==> config.mk <==
export PLATFORM = sky130hd
export DESIGN_NAME = axis_skid_buf
export DESIGN_NICKNAME = d
export VERILOG_FILES = /design/src/rtl/axis_skid_buf.sv
export SDC_FILE = /design/constraint.sdc
export NUM_CORES = 1
export LEC_CHECK = 0
export CAP_MARGIN = 20
export CORE_MARGIN = 2
export CORE_UTILIZATION = 40
export CTS_BUF_LIST = sky130_fd_sc_hd__clkbuf_2 sky130_fd_sc_hd__clkbuf_4 sky130_fd_sc_hd__clkbuf_8
export CTS_CLUSTER_DIAMETER = 150
export DETAILED_ROUTE_END_ITERATION = 8
export PLACE_DENSITY_LB_ADDON = 0.1
export SLEW_MARGIN = 10
export SYNTH_ARGS = -nofsm -noshare
export SYNTH_HDL_FRONTEND = slang
export SYNTH_SLANG_ARGS = --single-unit
==> constraint.sdc <==
create_clock -name aclk -period 5.02 [get_ports aclk]
set_input_delay 0.753 -clock aclk [delete_from_list [all_inputs] [get_ports aclk]]
set_output_delay 0.753 -clock aclk [all_outputs]
set_load 0.03 [all_outputs]
==> src/rtl/axis_skid_buf.sv <==
// axis_skid_buf -- two-entry, fully registered AXI-Stream skid buffer.
// Carries tdata plus tlast. Every output (s_axis_tready and all m_axis_*)
// comes straight from a flop, so no combinational path crosses the stage,
// yet a beat per clock is sustained while m_axis_tready stays high.
//
// Optional build macro:
//   AXIS_SKID_BUF_ASSERT_EN  compiles in a simulation-only checker
//                            (axis_skid_buf_chk). It adds no logic to the
//                            synthesized datapath.

`ifdef AXIS_SKID_BUF_ASSERT_EN
// Protocol checker bound to the buffer's registered state.
module axis_skid_buf_chk #(
   parameter int DATA_WIDTH = 16
) (
   input  logic                  aclk,
   input  logic                  aresetn,
   input  logic                  s_axis_tvalid,
   input  logic                  s_axis_tready,
   input  logic [DATA_WIDTH-1:0] m_axis_tdata,
   input  logic                  m_axis_tvalid,
   input  logic                  m_axis_tlast,
   input  logic                  m_axis_tready,
   input  logic                  skid_valid
);
   logic                  hold_r;
   logic [DATA_WIDTH-1:0] hold_data_r;
   logic                  hold_last_r;

   // Remember the output beat whenever it is stalled, so the next edge can check it held.
   always @(posedge aclk or negedge aresetn) begin
      if (!aresetn) begin
         hold_r      <= 1'b0;
         hold_data_r <= {DATA_WIDTH{1'b0}};
         hold_last_r <= 1'b0;
      end else begin
         hold_r      <= m_axis_tvalid && !m_axis_tready;
         hold_data_r <= m_axis_tdata;
         hold_last_r <= m_axis_tlast;
      end
   end

   // Check stability, overflow and state consistency at every active edge.
   always @(posedge aclk) begin
      if (aresetn) begin
         if (hold_r) begin
            assert (m_axis_tvalid && (m_axis_tdata == hold_data_r) && (m_axis_tlast == hold_last_r))
               else $error("axis_skid_buf: output changed while stalled");
         end
         assert (!(s_axis_tvalid && s_axis_tready && skid_valid))
            else $error("axis_skid_buf: input accepted with skid full");
         assert (!(skid_valid && !m_axis_tvalid))
            else $error("axis_skid_buf: skid full while output empty");
      end
   end
endmodule
`endif

module axis_skid_buf #(
   parameter int DATA_WIDTH = 16
) (
   input  logic                  aclk,
   input  logic                  aresetn,
   input  logic [DATA_WIDTH-1:0] s_axis_tdata,
   input  logic                  s_axis_tvalid,
   input  logic                  s_axis_tlast,
   output logic                  s_axis_tready,
   output logic [DATA_WIDTH-1:0] m_axis_tdata,
   output logic                  m_axis_tvalid,
   output logic                  m_axis_tlast,
   input  logic                  m_axis_tready
);
   typedef enum logic [1:0] {
      ST_EMPTY = 2'd0,
      ST_ONE   = 2'd1,
      ST_TWO   = 2'd2
   } state_t;

   state_t                state_r;
   state_t                state_nxt_s;
   logic [DATA_WIDTH-1:0] out_data_r;
   logic                  out_last_r;
   logic                  out_valid_r;
   logic [DATA_WIDTH-1:0] skid_data_r;
   logic                  skid_last_r;
   logic                  skid_valid_r;
   logic                  ready_r;

   logic                  in_xfer_s;
   logic                  out_xfer_s;
   logic                  load_out_s;
   logic                  load_skid_s;
   logic                  skid_to_out_s;

   assign s_axis_tready = ready_r;
   assign m_axis_tdata  = out_data_r;
   assign m_axis_tvalid = out_valid_r;
   assign m_axis_tlast  = out_last_r;

   // Next-state and datapath steering from the occupancy state and the two handshakes.
   always_comb begin
      state_nxt_s   = state_r;
      load_out_s    = 1'b0;
      load_skid_s   = 1'b0;
      skid_to_out_s = 1'b0;
      in_xfer_s     = s_axis_tvalid && ready_r;
      out_xfer_s    = out_valid_r && m_axis_tready;
      case (state_r)
         ST_EMPTY: begin
            if (in_xfer_s) begin
               state_nxt_s = ST_ONE;
               load_out_s  = 1'b1;
            end else begin
               state_nxt_s = ST_EMPTY;
            end
         end
         ST_ONE: begin
            if (in_xfer_s && !out_xfer_s) begin
               // Downstream stalled: park the incoming beat in the skid slot.
               state_nxt_s = ST_TWO;
               load_skid_s = 1'b1;
            end else if (in_xfer_s && out_xfer_s) begin
               state_nxt_s = ST_ONE;
               load_out_s  = 1'b1;
            end else if (out_xfer_s) begin
               state_nxt_s = ST_EMPTY;
            end else begin
               state_nxt_s = ST_ONE;
            end
         end
         ST_TWO: begin
            // ready is low here, so only a drain can happen.
            if (out_xfer_s) begin
               state_nxt_s   = ST_ONE;
               skid_to_out_s = 1'b1;
            end else begin
               state_nxt_s = ST_TWO;
            end
         end
         default: begin
            state_nxt_s = ST_EMPTY;
         end
      endcase
   end

   // State register plus the registered handshake/valid flags derived from the next state.
   always_ff @(posedge aclk or negedge aresetn) begin
      if (!aresetn) begin
         state_r      <= ST_EMPTY;
         ready_r      <= 1'b0;
         out_valid_r  <= 1'b0;
         skid_valid_r <= 1'b0;
      end else begin
         state_r      <= state_nxt_s;
         ready_r      <= (state_nxt_s != ST_TWO);
         out_valid_r  <= (state_nxt_s != ST_EMPTY);
         skid_valid_r <= (state_nxt_s == ST_TWO);
      end
   end

   // Output register: loads a fresh beat or the parked skid beat, otherwise holds.
   always_ff @(posedge aclk or negedge aresetn) begin
      if (!aresetn) begin
         out_data_r <= {DATA_WIDTH{1'b0}};
         out_last_r <= 1'b0;
      end else if (load_out_s) begin
         out_data_r <= s_axis_tdata;
         out_last_r <= s_axis_tlast;
      end else if (skid_to_out_s) begin
         out_data_r <= skid_data_r;
         out_last_r <= skid_last_r;
      end else begin
         out_data_r <= out_data_r;
         out_last_r <= out_last_r;
      end
   end

   // Skid register: captures the beat that arrives while the output is stalled.
   always_ff @(posedge aclk or negedge aresetn) begin
      if (!aresetn) begin
         skid_data_r <= {DATA_WIDTH{1'b0}};
         skid_last_r <= 1'b0;
      end else if (load_skid_s) begin
         skid_data_r <= s_axis_tdata;
         skid_last_r <= s_axis_tlast;
      end else begin
         skid_data_r <= skid_data_r;
         skid_last_r <= skid_last_r;
      end
   end

`ifdef AXIS_SKID_BUF_ASSERT_EN
   axis_skid_buf_chk #(.DATA_WIDTH(DATA_WIDTH)) u_chk (
      .aclk          (aclk),
      .aresetn       (aresetn),
      .s_axis_tvalid (s_axis_tvalid),
      .s_axis_tready (ready_r),
      .m_axis_tdata  (out_data_r),
      .m_axis_tvalid (out_valid_r),
      .m_axis_tlast  (out_last_r),
      .m_axis_tready (m_axis_tready),
      .skid_valid    (skid_valid_r)
   );
`endif

endmodule

==> results.ini <==
[run_status]
status = complete, no violations

[placement]
port_buffers = 39
post-place-ws_ns = 2.04
gp_congestion = 0.698
dpl_cell_area_mm2 = 0.00220
hpwl_um = 2060
placed_cells = 201

[global_route]
grtUsageTotal_pct = 14.6
grt_pass1_vias = 1112
grt_pass1_wl_um = 5700
overflow = 0
grt_max_degree = 39
antenna_found_initial = 0

[critical_path]
crit_arrival_ns = 2.82
worstReg2RegStart = m_axis_tvalid$_DFF_PN0_
critPathRequiredTime_ns = 5.18
worstSetupPathType = input port to flop
r2r_setup_slack_ns = 2.87
rr_worst_depth = 6
cp_max_fo = 17
r2r-end = m_axis_tdata[3]$_DFFE_PN0P_
worst_setup_path_end_kind = flop
critPathLaunchType = input port

[floorplanning]
rows = 24
die_w_um = 71.0
die_area_mm2 = 0.00504
fp.dieH_um = 71.0
initial_core_util_pct = 41.3
design.portCount = 40
core-area_mm2 = 0.00435

[synthesis]
avgSynthCellArea_um2 = 15.6
syn-num-nets = 138
netlist_top_cells_area = dfrtp_1 (53%), mux2_2 (20%), mux2_4 (17%)
synthCells = 115
yosys_warnings = 0
yosys.area.top_type = dfrtp_1
ys_ff_latch = 38
synth_top_area_share_pct = 52.9
synth_area_mm2 = 0.00180
yosys.cell_types.count = 18
ys_seq_area_share_pct = 52.9

[hold_path]
holdPathEnd = skid_data_r[8]$_DFFE_PN0P_
hp-class = flop to flop
hold_start = skid_data_r[8]$_DFFE_PN0P_
worstHoldPathCells = 1

[final_layout]
area_delta_synth_final_pct = 27.9
drive_above_1_share_pct = 40.1
stdcell_count = 209
num_antenna_cells = 0
final_cell_area_mm2 = 0.00230
utilization_pct = 52.8
fillers = 354
final_cell_mix = clkdlybuf4s50_1 (38), dfrtp_1 (38), mux2_2 (32)
nets = 179

[timing]
tns_ns = 0
slew_violations = 0
hold_ws_ns = 0.505
finalClockSkew_ns = 0.00886
fmax_mhz = 376
rsz0062_at_grt = no
fin_crit_ns = 2.66
setup_violations = 0
maxSlewHeadroom_pct = 37.5
layout_setup_ws_ns = 2.36
hold_violations = 0
tightest_slew_ns = 0.937
fin_crit_sh_pct = 53.0

[route]
via_per_inst = 5.02
drc = 0
drt-total-wl_um = 3170
ant_nets = 0
first_pass_iters = 2
post_drt_wl_per_cell_um = 15.2
vias = 1049
drt_iter0_drc = 33

[cts]
cts_sinks = 38
path_clk_slew_ns = 0.06
cts_tree = built
htree_levels = 2
hold_buffers = 0
clock_latency_ns = 0.28
cts_resized = 0
cts_max_path_buffers = 2
cts_buffers = 5
post_cts_buffers = 0
clockRootBuffer = clkbuf_8

[power_and_ir_drop]
power_density_mw_per_mm2 = 681
power_mw = 1.56
p_leak_nw = 1.05
peakVddDrop_uv = 273

[flow_run]
maxCapViolCount = 0

synth_stat cells (all sizes together):
master	n
dfrtp	38
o21ai	1
o21a	1
o21bai	1
nand4b	1
mux2	52
nor3	1
ha	2
nand3b	2
a21o	1
inv	2
buf	5
a21oi	1
nor2b	1
nand2	6
critical path, cell delays in order:
cell	delay (ns)
clkdlybuf4s50_1	0.46
nand2_1	0.16
inv_1	0.06
ha_1	0.18
nand2_1	0.05
a21o_1	0.73
mux2_2	0.42
layout make-up:
class | count | area [um2] | share of cell area, %
tap | 52 | 65.1 | 2.83
timing repair buffer | 39 | 385 | 16.8
clock buffer | 7 | 90.1 | 3.92
sequential | 38 | 951 | 41.4
multi-input combinational | 70 | 793 | 34.5
clock inverter | 1 | 5.00 | 0.218
inverter | 2 | 7.51 | 0.327
registers in the layout, indices dropped and copies added, names as in the netlist:
register,cells
s_axis_tready,1
skid_data_r,16
m_axis_tdata,16
skid_last_r,1
m_axis_tvalid,1
m_axis_tlast,1
state_r,2
layer usage:
metal | share of wire (%) | track usage, %
met2 | 48 | 22.5
met1 | 45 | 19.4
met4 | 1.3 | 4.82
met3 | 4.9 | 5.13
met5 | 0 | 0
worst max path at each step:
stage / cells after the start / slack (ns) / from / end
final: 7 / 2.36 / m_axis_tready / m_axis_tdata[3]$_DFFE_PN0P_
after CTS: 7 / 2.34 / m_axis_tready / m_axis_tdata[3]$_DFFE_PN0P_
after global routing: 7 / 2.27 / m_axis_tready / m_axis_tdata[3]$_DFFE_PN0P_
after floorplan: 8 / 3.04 / s_axis_tvalid / m_axis_tdata[10]$_DFFE_PN0P_
after detailed placement: 7 / 2.04 / m_axis_tready / m_axis_tdata[3]$_DFFE_PN0P_
after global placement: 7 / 2.11 / m_axis_tready / m_axis_tdata[0]$_DFFE_PN0P_
cell families after synthesis:
group	share of synthesized area, %
AOI/OAI and AO/OA	1.81
and+or+nand+nor	4.18
buffers and inverters	2.92
adders and majority gates	1.39
muxes	36.8
DFF	52.9
power by group:
group / internal, mW / switching (mW)
Combinational: 0.451 / 0.342
Clock: 0.116 / 0.0982
Sequential: 0.464 / 0.0927
(Power assumes the default switching activity.)
